**src/rtl/muldiv_unit_pkg.sv**
```systemverilog
// muldiv_unit_pkg: shared op/state types and W-variant operand helper
package pipes;
   typedef enum logic [2:0] {
      OP_MUL, OP_MULH, OP_MULHSU, OP_MULHU, OP_DIV, OP_DIVU, OP_REM, OP_REMU
   } mdop_t;
   typedef enum logic [2:0] {S_IDLE, S_MUL, S_DIV, S_FIXUP, S_DONE} md_state_t;
endpackage

package common;
   // Keep the low word and extend it (signed or zero) when w is set, else pass through
   function automatic logic [63:0] wext(input logic [63:0] v, input logic w, input logic s);
      return w ? {{32{s & v[31]}}, v[31:0]} : v;
   endfunction
endpackage

```
**src/rtl/muldiv_divcore.sv**
```systemverilog
// muldiv_divcore: restoring radix-2 divider on magnitudes with quotient/remainder sign fixup
module muldiv_divcore #(
   parameter int XLEN = 64
) (
   input  logic            clk,
   input  logic            reset_n,
   input  logic            flush,
   input  logic            start,
   input  logic            word,
   input  logic            neg_quo,
   input  logic            neg_rem,
   input  logic [XLEN-1:0] dividend,
   input  logic [XLEN-1:0] divisor,
   output logic            done,
   output logic [XLEN-1:0] quo,
   output logic [XLEN-1:0] rem
);
   localparam int CW = $clog2(XLEN) + 1;
   logic [XLEN-1:0] rem_q, rem_d, quo_q, quo_d, dvs_q, dvs_d;
   logic [CW-1:0]   cnt_q, cnt_d;
   logic            busy_q, busy_d, nq_q, nq_d, nr_q, nr_d, ge;
   logic [XLEN:0]   sh;

   // One quotient bit per cycle; a W dividend is pre-shifted so its bit 31 enters first
   always_comb begin
      sh     = {rem_q, quo_q[XLEN-1]};
      ge     = sh >= {1'b0, dvs_q};
      done   = busy_q && cnt_q == '0;
      rem_d  = busy_q ? (ge ? sh[XLEN-1:0] - dvs_q : sh[XLEN-1:0]) : rem_q;
      quo_d  = busy_q ? {quo_q[XLEN-2:0], ge} : quo_q;
      cnt_d  = busy_q ? cnt_q - 1'b1 : cnt_q;
      busy_d = busy_q && !done && !flush;
      dvs_d  = dvs_q;
      nq_d   = nq_q;
      nr_d   = nr_q;
      if (start) begin
         rem_d  = '0;
         quo_d  = word ? dividend << (XLEN - 32) : dividend;
         dvs_d  = divisor;
         cnt_d  = CW'((word ? 32 : XLEN) - 1);
         busy_d = 1'b1;
         nq_d   = neg_quo;
         nr_d   = neg_rem;
      end
   end

   // Divider registers
   always_ff @(posedge clk or negedge reset_n) begin
      if (!reset_n) begin
         rem_q  <= '0;
         quo_q  <= '0;
         dvs_q  <= '0;
         cnt_q  <= '0;
         busy_q <= 1'b0;
         nq_q   <= 1'b0;
         nr_q   <= 1'b0;
      end else begin
         rem_q  <= rem_d;
         quo_q  <= quo_d;
         dvs_q  <= dvs_d;
         cnt_q  <= cnt_d;
         busy_q <= busy_d;
         nq_q   <= nq_d;
         nr_q   <= nr_d;
      end
   end

   assign quo = nq_q ? -quo_q : quo_q;
   assign rem = nr_q ? -rem_q : rem_q;
endmodule

```
**src/rtl/muldiv_unit.sv**
```systemverilog
// muldiv_unit: multi-cycle RISC-V M-extension multiply/divide unit with valid/ready and flush
module muldiv_unit
   import pipes::*;
   import common::*;
#(
   parameter int XLEN    = 64,
   parameter int MUL_BPC = 4
) (
   input  logic            clk,
   input  logic            reset_n,
   input  logic            flush,
   input  logic            in_valid,
   output logic            in_ready,
   input  mdop_t           op,
   input  logic            word,
   input  logic [XLEN-1:0] srca,
   input  logic [XLEN-1:0] srcb,
   output logic            out_valid,
   input  logic            out_ready,
   output logic [XLEN-1:0] result
);
   localparam int CW = $clog2(XLEN) + 1;
   md_state_t         state_q, state_d;
   mdop_t             op_q, op_d;
   logic [CW-1:0]     cnt_q, cnt_d;
   logic [2*XLEN-1:0] prod_q, prod_d, p;
   logic [XLEN-1:0]   mcand_q, mcand_d, result_q, result_d;
   logic              word_q, word_d, neg_q, neg_d;
   logic              w, sa, sb, na, nb, b_zero, ovf, special, div_start, div_done;
   logic [XLEN-1:0]   ea, eb, ma, mb, spec_r, mul_r, q_fix, r_fix;
   logic [XLEN:0]     s;

   // Decode the request: operand extension, magnitudes and one-cycle special cases
   always_comb begin
      w       = word && XLEN == 64;
      sa      = op inside {OP_MULH, OP_MULHSU, OP_DIV, OP_REM};
      sb      = op inside {OP_MULH, OP_DIV, OP_REM};
      ea      = XLEN'(wext(64'(srca), w, sa));
      eb      = XLEN'(wext(64'(srcb), w, sb));
      na      = sa && ea[XLEN-1];
      nb      = sb && eb[XLEN-1];
      ma      = na ? -ea : ea;
      mb      = nb ? -eb : eb;
      b_zero  = eb == '0;
      ovf     = (op == OP_DIV || op == OP_REM) && na && ma == (XLEN'(1) << (w ? 31 : XLEN - 1)) && &eb;
      special = (w && !op[2] && op != OP_MUL) || (op[2] && (b_zero || ovf));
      spec_r  = !op[2] ? '0 : b_zero ? (op[1] ? ea : '1) : (op[1] ? '0 : ea);
   end

   // Retire MUL_BPC multiplier bits per cycle; the product sign is folded in on the last step
   always_comb begin
      p = prod_q;
      s = '0;
      for (int i = 0; i < MUL_BPC; i++) begin
         s = {1'b0, p[2*XLEN-1:XLEN]} + {1'b0, (p[0] ? mcand_q : {XLEN{1'b0}})};
         p = {s, p[XLEN-1:1]};
      end
      if (cnt_q == '0 && neg_q) p = -p;
      mul_r = word_q ? XLEN'(p[XLEN-32 +: 32]) : op_q == OP_MUL ? p[XLEN-1:0] : p[2*XLEN-1:XLEN];
   end

   // Next-state and datapath loads; flush wins over accept and consumption
   always_comb begin
      state_d   = state_q;
      op_d      = op_q;
      cnt_d     = cnt_q;
      prod_d    = prod_q;
      mcand_d   = mcand_q;
      word_d    = word_q;
      neg_d     = neg_q;
      result_d  = result_q;
      div_start = 1'b0;
      if (flush) state_d = S_IDLE;
      else begin
         case (state_q)
            S_IDLE: if (in_valid) begin
               op_d      = op;
               word_d    = w;
               cnt_d     = CW'((w ? 32 : XLEN) / MUL_BPC - 1);
               prod_d    = {{XLEN{1'b0}}, mb};
               mcand_d   = ma;
               neg_d     = na ^ nb;
               state_d   = special ? S_DONE : op[2] ? S_DIV : S_MUL;
               div_start = !special && op[2];
               result_d  = special ? XLEN'(wext(64'(spec_r), w, 1'b1)) : result_q;
            end
            S_MUL: begin
               prod_d   = p;
               cnt_d    = cnt_q - 1'b1;
               state_d  = cnt_q == '0 ? S_DONE : S_MUL;
               result_d = cnt_q == '0 ? XLEN'(wext(64'(mul_r), word_q, 1'b1)) : result_q;
            end
            S_DIV:   state_d = div_done ? S_FIXUP : S_DIV;
            S_FIXUP: begin
               state_d  = S_DONE;
               result_d = XLEN'(wext(64'(op_q[1] ? r_fix : q_fix), word_q, 1'b1));
            end
            S_DONE:  state_d = out_ready ? S_IDLE : S_DONE;
            default: state_d = S_IDLE;
         endcase
      end
   end

   // State, multiplier and result registers
   always_ff @(posedge clk or negedge reset_n) begin
      if (!reset_n) begin
         state_q  <= S_IDLE;
         op_q     <= OP_MUL;
         cnt_q    <= '0;
         prod_q   <= '0;
         mcand_q  <= '0;
         word_q   <= 1'b0;
         neg_q    <= 1'b0;
         result_q <= '0;
      end else begin
         state_q  <= state_d;
         op_q     <= op_d;
         cnt_q    <= cnt_d;
         prod_q   <= prod_d;
         mcand_q  <= mcand_d;
         word_q   <= word_d;
         neg_q    <= neg_d;
         result_q <= result_d;
      end
   end

   muldiv_divcore #(.XLEN(XLEN)) u_div (
      .clk      (clk),
      .reset_n  (reset_n),
      .flush    (flush),
      .start    (div_start),
      .word     (w),
      .neg_quo  (na ^ nb),
      .neg_rem  (na),
      .dividend (ma),
      .divisor  (mb),
      .done     (div_done),
      .quo      (q_fix),
      .rem      (r_fix)
   );

   assign in_ready  = state_q == S_IDLE;
   assign out_valid = state_q == S_DONE;
   assign result    = result_q;
endmodule

```
**config.mk**
```make
export PLATFORM = sky130hd
export DESIGN_NAME = muldiv_unit
export DESIGN_NICKNAME = d
export VERILOG_FILES = /design/src/rtl/muldiv_unit_pkg.sv /design/src/rtl/muldiv_divcore.sv /design/src/rtl/muldiv_unit.sv
export SDC_FILE = /design/constraint.sdc
export NUM_CORES = 2
export LEC_CHECK = 0
export ABC_AREA = 1
export CELL_PAD_IN_SITES_DETAIL_PLACEMENT = 0
export CELL_PAD_IN_SITES_GLOBAL_PLACEMENT = 1
export CORE_MARGIN = 4
export CORE_UTILIZATION = 50
export CTS_CLUSTER_SIZE = 10
export DETAILED_ROUTE_END_ITERATION = 10
export DONT_BUFFER_PORTS = 1
export GPL_TIMING_DRIVEN = 0
export PLACE_DENSITY_LB_ADDON = 0.1
export REMOVE_ABC_BUFFERS = 1
export SYNTH_ARGS = -nofsm -noshare
export SYNTH_HDL_FRONTEND = slang
export SYNTH_SLANG_ARGS = --single-unit
export TNS_END_PERCENT = 50
```
**constraint.sdc**
```tcl
create_clock -name clk -period 14.7 [get_ports clk]
set_clock_uncertainty 0.15 [all_clocks]
set_input_delay 1.47 -clock clk [delete_from_list [all_inputs] [get_ports clk]]
set_output_delay 1.47 -clock clk [all_outputs]
set_load 0.01 [all_outputs]
```
==> impl_metrics.py <==
metrics = {
    "clocking": {
        "post_cts_buffers": 0,
        "cts-resized-gates": 0,
        "cts_root_buffer": "clkbuf_16",
        "cts_buffer_depth": 3,
        "numCtsBuffers": 56,
        "postCtsHoldBufs": 0,
        "htree_num_levels": 2,
        "clkLatencyLatePin_ps": 660,
        "cts.sinks": 473,
        "cts_tree": "yes",
        "clkTransAtPathRegs_ps": 60,
    },
    "drt": {
        "wl_um": 294000,
        "drt-pass1-iter-count": 7,
        "routed-via-count": 71700,
        "final_antenna_net_count": 0,
        "drt_iter0_markers": 8923,
        "routed_via_density": 5.95,
        "wl_per_cell_um": 24.4,
        "drcViolationCount": 0,
    },
    "yosys": {
        "synth_top_flop_cell": "dfrtp_1",
        "netlist_area_mm2": 0.0608,
        "yosysWarnings": 0,
        "async_flop_share_pct": 100,
        "yosys-top-cells-area": "nand2_1 (20%), dfrtp_1 (19%), inv_1 (10%)",
        "syn_area_per_cell_um2": 5.72,
        "synthDistinctLibCells": 72,
        "ys_seq_area_share_pct": 19.5,
        "yosys.area.top_type": "nand2_1",
        "synth_edf_count": 0,
        "synth_common_cells": "nand2_1 (3187), inv_1 (1677), nor2_1 (1153)",
        "ys_seq_elements": 473,
        "synth_most_common_cell": "nand2_1",
        "netlist.area_leader.share_pct": 19.7,
        "synthCells": 10600,
    },
    "setup_path": {
        "r2r_slack_ps": 840,
        "crit_path_start_kind": "register",
        "timing.rr.start": "prod_q[0]",
        "critPathKind": "register to register",
        "critPathRequiredTime_ps": 15070,
        "critical_path.max_fanout": 11,
        "r2r_cells": 50,
        "cp-end-kind": "register",
        "path_common_cell": "nand2_1",
        "crit_arrival_ps": 14230,
        "crit_slowest_cell": "a21boi_0",
        "cpPeakStageDelay_ps": 1000,
        "r2r-end": "result[48]",
    },
    "run_status": {
        "violations": "capacitance limit, slew limit",
        "status": "finished, violations left",
    },
    "sta": {
        "relSlewSlack_pct": -9.86,
        "fin_crit_sh_pct": 94.3,
        "finalCriticalPeriod_ps": 13860,
        "rsz0062_at_grt": "false",
        "finalSetupViolCount": 0,
        "max_slew.worst_pin.slew_ps": 1640,
        "fmax_mhz": 72.2,
        "whs_ps": 339,
        "drv_slew": 5,
        "tns_ps": 0,
        "hold_viol": 0,
    },
    "job": {
        "maxCapViolations": 1,
    },
    "global_route": {
        "grt_max_degree": 474,
        "antenna_found_initial": 14,
        "grtUsageTotal_pct": 44.7,
        "grt_pass1_wl_um": 425000,
        "grt_pass1_vias": 66500,
        "overflow": 0,
    },
    "floorplan": {
        "fp.dieW_um": 357,
        "num_io_pins": 203,
        "num_rows": 127,
        "die-area_mm2": 0.127,
        "die_height_um": 357,
        "start_util_pct": 50.5,
        "core_region_area_mm2": 0.120,
    },
    "final_layout": {
        "nNetsFinal": 10900,
        "syn2layout_area_growth_pct": 4.77,
        "final_layout_size_suffix_gt1_share_pct": 2.03,
    },
    "min_path": {
        "hp-start": "u_div.dvs_q[34]",
        "worstHoldPathType": "register to register",
        "hold_depth": 2,
        "hold_end": "u_div.dvs_q[34]",
    },
    "placed_design": {
        "dp_hpwl_um": 241000,
        "place_congestion": 1.16,
        "portBuffers": 0,
    },
}
## how the worst max path moves through the flow
stage,depth (start not counted),to,startpoint,slack (ps)
global placement,10,prod_q[6],state_q[2],-5400
global route,49,result[48],prod_q[0],600
CTS,49,result[48],prod_q[0],1700
detailed placement,53,result[48],prod_q[0],1740
floorplan,11,cnt_q[2],state_q[0],4890
finish,50,result[48],prod_q[0],840
## worst max-delay path, delay by kind of cell, from the launching register on
family | cells | cell delay, ps
fa+ha+maj | 4 | 1830
compound gates | 18 | 6470
simple gates | 22 | 3760
xor+xnor | 3 | 820
flops | 1 | 520
buf+inv | 3 | 160
## registers in the layout, summed over array words and instances (netlist names), 3 cells and up
register / flops
op_q: 3
prod_q: 128
u_div.rem_q: 64
u_div.cnt_q: 7
mcand_q: 64
cnt_q: 7
u_div.quo_q: 64
result: 64
u_div.dvs_q: 64
state_q: 3
## layer usage
| layer | vias up | track usage (%) | share of wire (%) |
|---|---|---|---|
| met5 | - | 0.679 | 0.056 |
| met4 | 8 | 39.6 | 11 |
| met3 | 1035 | 9.95 | 10 |
| met2 | 3927 | 69.1 | 42 |
| met1 | 33000 | 52.1 | 36 |
| li1 | 33700 | - | - |
## stage by stage
| stage | area, um2 | util (%) | setup WS [ps] | instances |
|---|---|---|---|---|
| 5_1_grt | 63700 | 52.9 | 604 | 12000 |
| 2_1_floorplan | 59400 | - | 4890 | 10300 |
| 3_3_place_gp | 61400 | 51.0 | -5400 | 11900 |
| 6_report | 63700 | 53.0 | 843 | 12000 |
| 4_1_cts | 63600 | 52.9 | 1700 | 12000 |
| 3_5_place_dp | 62000 | 51.6 | 1740 | 11900 |
## cells in the final DEF (no fill, tap or decap), drive strengths merged, types with 7 or more instances in the layout
master,count
a21boi,23
nand4,131
clkbuf,68
nor2,1162
xor2,307
o31ai,26
nor4,50
o22ai,26
o211ai,97
a221oi,7
xnor2,141
o21a,27
buf,27
a31oi,112
o2111ai,8
o21ai,972
clkinv,15
o21bai,19
nand2,3200
o311ai,7
nor3,152
inv,1690
nand3,509
ha,330
or2,19
a21oi,697
diode,8
a21o,17
dfrtp,473
o221ai,18
nand3b,20
a22o,28
## layout make-up
| cell class | count | area [um2] |
|---|---|---|
| Clock buffer | 68 | 1490 |
| Inverter | 1698 | 6400 |
| Fill cell | 13100 | 56600 |
| Timing Repair Buffer | 27 | 567 |
| Clock inverter | 9 | 114 |
| Sequential cell | 473 | 11800 |
| Tap cell | 1612 | 2020 |
| Antenna cell | 8 | 20.0 |
| Multi-Input combinational cell | 8140 | 41200 |
## kinds of logic (layout without fill, tap and decap cells)
family / after synthesis / in the layout / synth area share [%]
xor gates and xnor gates: 448 / 448 / 6.45
other: 0 / 8 / 0
DFF: 473 / 473 / 19.5
adders and majority gates: 335 / 335 / 6.96
and+or+nand+nor: 5254 / 5254 / 35.1
buffers and inverters: 2014 / 1802 / 12.9
AOI/OAI and AO/OA: 2103 / 2103 / 19.2
Power is not shown: default switching activity piles up to over one toggle a cycle in this logic, so the estimate is an artifact.
